### src/rtl/kyber_pkg.sv
// Shared Kyber constants and coefficient/product types for mul_k and red_K.
// Also holds the pipeline stage payload layouts.
package kyber_pkg;
   localparam int KYBER_Q = 3329;
   localparam int KYBER_N = 256;
   localparam int COEF_W  = 12;
   localparam int PROD_W  = 2 * COEF_W;

   typedef logic [COEF_W-1:0] coef_t;
   typedef logic [PROD_W-1:0] prod_t;
   typedef logic [7:0]        idx_t;

   typedef struct packed {
      coef_t a;
      coef_t b;
      idx_t  idx;
      logic  last;
   } s1_t;

   typedef struct packed {
      prod_t p;
      idx_t  idx;
      logic  last;
   } s2_t;
endpackage

### src/rtl/pipe_reg.sv
// One-entry valid/ready pipeline slice. The slice may load whenever it is
// empty or its current entry is leaving downstream.
module pipe_reg #(
   parameter int DW = 8
) (
   input  logic          clk,
   input  logic          rst_n,
   input  logic          clr,
   input  logic          in_valid,
   output logic          in_ready,
   input  logic [DW-1:0] in_data,
   output logic          out_valid,
   input  logic          out_ready,
   output logic [DW-1:0] out_data
);
   assign in_ready = !out_valid | out_ready;

   always_ff @(posedge clk or negedge rst_n) begin
      if (!rst_n) begin
         out_valid <= 1'b0;
         out_data  <= '0;
      end else if (clr) begin
         out_valid <= 1'b0;
      end else if (in_ready) begin
         out_valid <= in_valid;
         if (in_valid) out_data <= in_data;
      end
   end
endmodule

### src/rtl/mul_k.sv
// Two-stage Kyber coefficient multiplier feeding red_K: S1 captures operands,
// S2 captures the exact 24-bit product. Tracks coefficient index and range errors.
module mul_k
   import kyber_pkg::*;
#(
   parameter int Q = KYBER_Q,
   parameter int N = KYBER_N,
   parameter int W = COEF_W
) (
   input  logic           clk,
   input  logic           rst_n,
   input  logic           clr,
   input  logic           in_valid,
   output logic           in_ready,
   input  logic [W-1:0]   in_a,
   input  logic [W-1:0]   in_b,
   output logic           out_valid,
   input  logic           out_ready,
   output logic [2*W-1:0] out_product,
   output logic           out_last,
   output logic [7:0]     out_idx,
   output logic           err
);
   localparam int CNT_W = $clog2(N);
   localparam logic [CNT_W-1:0] CNT_MAX = CNT_W'(N - 1);
   localparam logic [W-1:0] QW = W'(Q);

   logic [CNT_W-1:0] cnt;
   logic             s1_adv, s1_valid, s2_adv, s2_valid, xfer;
   s1_t              s1_d, s1_q;
   s2_t              s2_d, s2_q;

   // rst_n gates in_ready so nothing is offered as accepted while held in reset
   assign in_ready = s1_adv & !clr & rst_n;
   assign xfer     = in_valid & in_ready;

   always_comb begin
      s1_d      = '0;
      s1_d.a    = in_a;
      s1_d.b    = in_b;
      s1_d.idx  = idx_t'(cnt);
      s1_d.last = (cnt == CNT_MAX);
   end

   always_comb begin
      s2_d      = '0;
      s2_d.p    = prod_t'(s1_q.a) * prod_t'(s1_q.b);
      s2_d.idx  = s1_q.idx;
      s2_d.last = s1_q.last;
   end

   pipe_reg #(.DW($bits(s1_t))) u_s1 (
      .clk       (clk),
      .rst_n     (rst_n),
      .clr       (clr),
      .in_valid  (xfer),
      .in_ready  (s1_adv),
      .in_data   (s1_d),
      .out_valid (s1_valid),
      .out_ready (s2_adv),
      .out_data  (s1_q)
   );

   pipe_reg #(.DW($bits(s2_t))) u_s2 (
      .clk       (clk),
      .rst_n     (rst_n),
      .clr       (clr),
      .in_valid  (s1_valid),
      .in_ready  (s2_adv),
      .in_data   (s2_d),
      .out_valid (s2_valid),
      .out_ready (out_ready),
      .out_data  (s2_q)
   );

   always_ff @(posedge clk or negedge rst_n) begin
      if (!rst_n) begin
         cnt <= '0;
         err <= 1'b0;
      end else if (clr) begin
         cnt <= '0;
         err <= 1'b0;
      end else if (xfer) begin
         cnt <= (cnt == CNT_MAX) ? '0 : cnt + 1'b1;
         // out-of-range operands still flow through; only the flag records it
         if (in_a >= QW || in_b >= QW) err <= 1'b1;
      end
   end

   assign out_valid   = s2_valid;
   assign out_product = s2_q.p;
   assign out_idx     = s2_q.idx;
   assign out_last    = s2_q.last;
endmodule
### config.mk
export PLATFORM = sky130hd
export DESIGN_NAME = mul_k
export DESIGN_NICKNAME = d
export VERILOG_FILES = /design/src/rtl/kyber_pkg.sv /design/src/rtl/pipe_reg.sv /design/src/rtl/mul_k.sv
export SDC_FILE = /design/constraint.sdc
export NUM_CORES = 1
export LEC_CHECK = 0
export CAP_MARGIN = 20
export CORE_MARGIN = 10
export CORE_UTILIZATION = 55
export CTS_CLUSTER_SIZE = 25
export DETAILED_ROUTE_END_ITERATION = 8
export GPL_TIMING_DRIVEN = 0
export PLACE_DENSITY = 0.83
export SYNTH_ARGS = -nofsm -noshare
export SYNTH_HDL_FRONTEND = slang
export SYNTH_SLANG_ARGS = --single-unit
### constraint.sdc
create_clock -name clk -period 10.6 [get_ports clk]
set_input_delay 2.12 -clock clk [delete_from_list [all_inputs] [get_ports clk]]
set_output_delay 2.12 -clock clk [all_outputs]
set_load 0.01 [all_outputs]
Word-level counts from Yosys, hierarchy flattened

Index checks and enable logic that the tools add are counted.

Register bits: 77
Input bits: 29
Output and inout port bits: 36
Word-level logic and storage cells: 38

Add/subtract/negate cells: 1
$mul: 1
$lt $le $gt $ge: 2
Equal/unequal tests: 1
Multiplexer cells: 10
Bitwise logic cells: 6
Reduce and logical (&&, ||, !) cells: 11

Operator list:

| operator                                                       | count |
|---|---|
| 12-bit >= comparator (second input constant)                   | 2 |
| 12-bit by 12-bit multiplier with 24-bit output                 | 1 |
| 8-bit two-way mux                                              | 3 |
| 8-bit by 1-bit adder with 8-bit output (second input constant) | 1 |
| 8-bit == test (second input constant)                          | 1 |
| 2-bit nonzero test                                             | 4 |
| 1-bit two-way mux                                              | 7 |
| 3-bit AND reduction                                            | 2 |
| 1-bit AND                                                      | 3 |
| 1-bit logical NOT                                              | 3 |
| 1-bit OR                                                       | 2 |
| 2-bit AND reduction                                            | 1 |
| 1-bit logical OR                                               | 1 |
| 1-bit inverter                                                 | 1 |

Depth between registers and ports, before layout

Depth in word-level cells: 8
Mapped depth: 20
Gate-level depth less buffers: 18

Hierarchy

From an unflattened synthesis, not the netlist that was laid out.

Cells, all modules: 805
Area, all modules: 7,975.1 sq um

Modules (own cells, without submodules):

| module   | times used | cells an instance | area each (sq um) |
|---|---|---|---|
| mul_k    | 1          | 655               | 5,375.2 |
| pipe_reg | 2          | 75                | 1,300.0 |

Least setup slack after synthesis

No wires, ideal clock.

Path type: reg2reg
Start point: register u_s1.out_data[24]
End point: register u_s2.out_data[31]
Library setup time: 0.069 ns
Arrival time: 4.990 ns
Required time: 10.531 ns
Setup slack: 5.541 ns
Cell stages (with the launch flop): 18
Buffers on the path: 2
Period minus slack after synthesis: 5.059 ns
Cell sequence: dfrtp_1 clkbuf_1 and2_1 fa_1 fa_1 fa_1 fa_1 inv_1 fa_1 inv_1 ha_1 buf_2 and3_2 a221o_2 nand3_2 nand3_2 or3_1 nand3_1

Longest elaborated chain between the ends: 1

Ends and longest elaborated chain:

| item                                           | line           | text |
|---|---|---|
| start: declaration                             | pipe_reg.sv:14 | `output logic [DW-1:0] out_data` |
| start signal: assignment                       | pipe_reg.sv:26 | `if (in_valid) out_data <= in_data;` |
| 12-bit by 12-bit multiplier with 24-bit output | mul_k.sv:47    | `s2_d.p = prod_t'(s1_q.a) * prod_t'(s1_q.b);` |
| end signal: assignment                         | pipe_reg.sv:26 |  |
| end: declaration                               | pipe_reg.sv:14 |  |

No other way between the ends.
A chain may end at the register's enable or synchronous reset.

Worst setup path in the final report

Start point: register u_s1.out_data[14]
End point: register u_s2.out_data[27]

Same word-level chain as after synthesis.

==> summary.txt <==
Logic synthesis
  – Cell variety after synth: 52
  – Synth area leaders: fa_1, dfrtp_1, ha_1
  – Ys async rst share: 1.00
  – Ys flop type: dfrtp_1
  – Post-Synthesis Cell Area: approximately 0.008 mm^2
  – Yosys reg bits: 77
  – Yosys top cell by area: fa_1
  – Yosys warns: 0
  – Post-synthesis sequential area ratio: 0.245
  – Mean Syn Cell Area: a little over 9 um^2
  – Post-synth top area share: 0.254
  – EDFF count, synth: 0
  – Syn Nets: around 1000
  – Post-Synthesis Cells: 850

Min path
  – Worst Hold Class: reg2reg

Global route
  – Tot GR Track Use: 0.197
  – Vias in the first global route: 6515
  – Pin count of the biggest net entering global routing: 74
  – Grt total ovfl: 0
  – First-pass GRT wire length: about 32 mm
  – Initial antenna violation count: 0

Detailed routing
  – DRC: 0
  – Initial detailed-routing violation count: about 360
  – WL/cell: 17.1 um
  – Vias post-DR: 6235
  – Total iterations of the first detailed-routing run: 5
  – Vias/cell: between 5 and 6
  – Total Wirelength: roughly 19 mm
  – Number of nets still failing antenna checks after routing: 0

Worst setup path
  – Worst-path maximum fanout: 10
  – Critical path, cell by cell: clkbuf_1, nand2_1, fa_1, inv_1, fa_1, fa_1, inv_1, fa_1, fa_1, inv_1, ha_1, a21oi_1, nor2_1, a211oi_1, a21oi_1, or3_2, nand3_1
  – Crit path kind: reg2reg
  – Required @ worst endpoint: 10.88 ns
  – Critical Path Most Common Cell: fa_1
  – Critical Path Max Stage Delay: roughly 0.6 ns
  – Worst setup EP type: flop
  – CP Launch Type: flop
  – Worst EP arrival: 6.14 ns
  – Crit path max-delay cell type: a211oi_1

Timing
  – Tmin final: 5.87 ns
  – Tcrit/Tclk final: 0.553
  – Hold_ws: 0.471 ns
  – Final setup fails: 0
  – Worst Tran Pin Value: 0.723 ns
  – Clock skew: ~0.0086 ns
  – Slew Viols, Final: 0
  – Final hold vios: 0
  – RSZ-0062 raised after global routing: false
  – FMAX: approximately 170 MHz
  – Max_slew headroom: 0.517
  – Fin Setup TNS: 0 ns

CTS
  – Root Buffer: clkbuf_16
  – H-Tree Depth: 3
  – TritonCTS clock tree: done
  – Setup bufs post-CTS: 0
  – CTS resizes: 0
  – Clk Latency, worst-skew pair: 0.35 ns
  – Hold buffers post-CTS: 0
  – CTS buffer count: 9
  – Clock transition at the registers of the reported paths: 0.07 ns
  – CTS sink cnt: 77
  – Clk buf depth: 2

Layout
  – Share of layout cells above drive strength 1: 0.0730
  – Final Instance Area: 0.00905 mm^2
  – Diode count: 0
  – Syn-to-layout area delta: 15.0%
  – Filler cells: 1078
  – Final nets: between 1000 and 1500

Placement
  – Placed cell area: 0.00876 mm^2
  – Dpl hpwl: 14.9 mm
  – Port bufs: 64
  – Placer Congestion: 0.920

Die
  – Row cnt: between 40 and 50
  – Die height: 140 um
  – Core box area: 0.0139 mm^2
  – Ports: 65
  – Total die area: 0.0195 mm^2
  – Die X: about 140 um
  – Starting Density: 0.565

Status
  – Status: complete, no violations

Job
  – MaxCap Viol Count: 0
-- metrics by stage --
step,setup WS [ns],std cells,utilization
global route,4.51,1111,0.649
floorplan,5.54,850,-
detailed placement,4.88,1095,0.629
finish,4.73,1111,0.649
global placement,2.33,1094,0.627
CTS,4.86,1111,0.649
-- registers in the layout, summed over array words and instances, names as in the netlist --
signal          count
u_s1.out_data      33
u_s1.out_valid      1
cnt                 8
err                 1
u_s2.out_data      33
u_s2.out_valid      1
-- worst max-delay path: cells and delay by family (launching register included) --
family / cells / cell delay (ns)
adder cells (fa/ha/maj): 6 / 2.90
flip-flops: 1 / 0.46
AO/OA/AOI/OAI: 3 / 0.99
buffers and inverters: 4 / 0.63
AND/OR/NAND/NOR: 4 / 0.79
-- metal layers --
metal  vias up  track usage  wire [um]
met5         -            0          0
met4         0       0.0875        692
met3        59       0.0384       1150
met2       230        0.328       9550
met1      3101        0.242       7580
li1       2845            -          -
-- cell families after synthesis --
group | after synthesis | synth area share
simple gates | 305 | 0.185
flops | 77 | 0.245
fa+ha+maj | 163 | 0.355
buf+inv | 174 | 0.0851
xor+xnor | 11 | 0.0122
mux | 37 | 0.0526
compound gates | 83 | 0.0661
-- final timing paths --
| kind | start | slack (ns) | to | cells after the start |
|---|---|---|---|---|
| max in group asynchronous | rst_n | 8.43 | u_s2.out_data[18] | 2 |
| min | u_s1.out_data[4] | 0.47 | u_s2.out_data[4] | 2 |
| min reg2reg | u_s1.out_data[4] | 0.47 | u_s2.out_data[4] | 2 |
| max | u_s1.out_data[14] | 4.73 | u_s2.out_data[27] | 17 |
| min in group asynchronous | rst_n | 1.59 | u_s2.out_data[5] | 1 |
| max reg2reg | u_s1.out_data[14] | 4.73 | u_s2.out_data[27] | 17 |
-- layout by cell type (no fill, tap or decap), types with 5 or more instances in the layout --
| cell | synthesis | layout |
|---|---|---|
| clkbuf_1 | 31 | 31 |
| xnor2_1 | 6 | 6 |
| nor2_1 | 20 | 20 |
| nand2_1 | 161 | 161 |
| buf_2 | 7 | 7 |
| nand4_1 | 8 | 8 |
| and3_1 | 5 | 5 |
| nor3_1 | 10 | 10 |
| fa_1 | 100 | 100 |
| a21o_1 | 9 | 9 |
| clkdlybuf4s50_1 | 0 | 63 |
| a21oi_1 | 26 | 26 |
| mux2_2 | 35 | 35 |
| inv_1 | 132 | 132 |
| dfrtp_1 | 77 | 77 |
| o21ai_0 | 18 | 18 |
| xor2_1 | 5 | 5 |
| clkbuf_16 | 0 | 9 |
| and2_1 | 60 | 60 |
| nand3_1 | 15 | 15 |
| ha_1 | 63 | 63 |
-- Yosys cell counts, types with 2 or more instances --
cell type / instances
o22ai_1: 4
o311ai_0: 2
nand3b_1: 3
and3_1: 5
a31oi_1: 2
nand3_1: 15
dfrtp_1: 77
ha_1: 63
nand2_1: 161
nor3b_1: 2
o31ai_1: 3
inv_1: 132
a21boi_0: 2
o21a_1: 4
and2_1: 60
nor3_1: 10
nor2_1: 20
xor2_1: 5
clkbuf_1: 31
xnor2_1: 6
a21oi_1: 26
o21ai_0: 18
a21o_1: 9
buf_1: 3
nand3_2: 2
o2111ai_1: 2
nand4_1: 8
nor4_1: 4
fa_1: 100
mux2_2: 35
a211oi_1: 2
nor2b_1: 4
or3_1: 3
mux2i_1: 2
a211o_1: 2
buf_2: 7
-- area by class of cell --
class / count / area, um^2 / area share
Timing Repair Buffer: 65 / 666 / 0.0736
Multi-Input combinational cell: 599 / 5270 / 0.583
Buffer: 42 / 174 / 0.0192
Tap cell: 180 / 225 / 0.0249
Clock buffer: 9 / 225 / 0.0249
Clock inverter: 7 / 63.8 / 0.00705
Inverter: 132 / 495 / 0.0547
Sequential cell: 77 / 1930 / 0.213
Power is left out: the tool's default activity adds up to more than one toggle a clock period on the data nets, which glitch-free logic cannot reach.
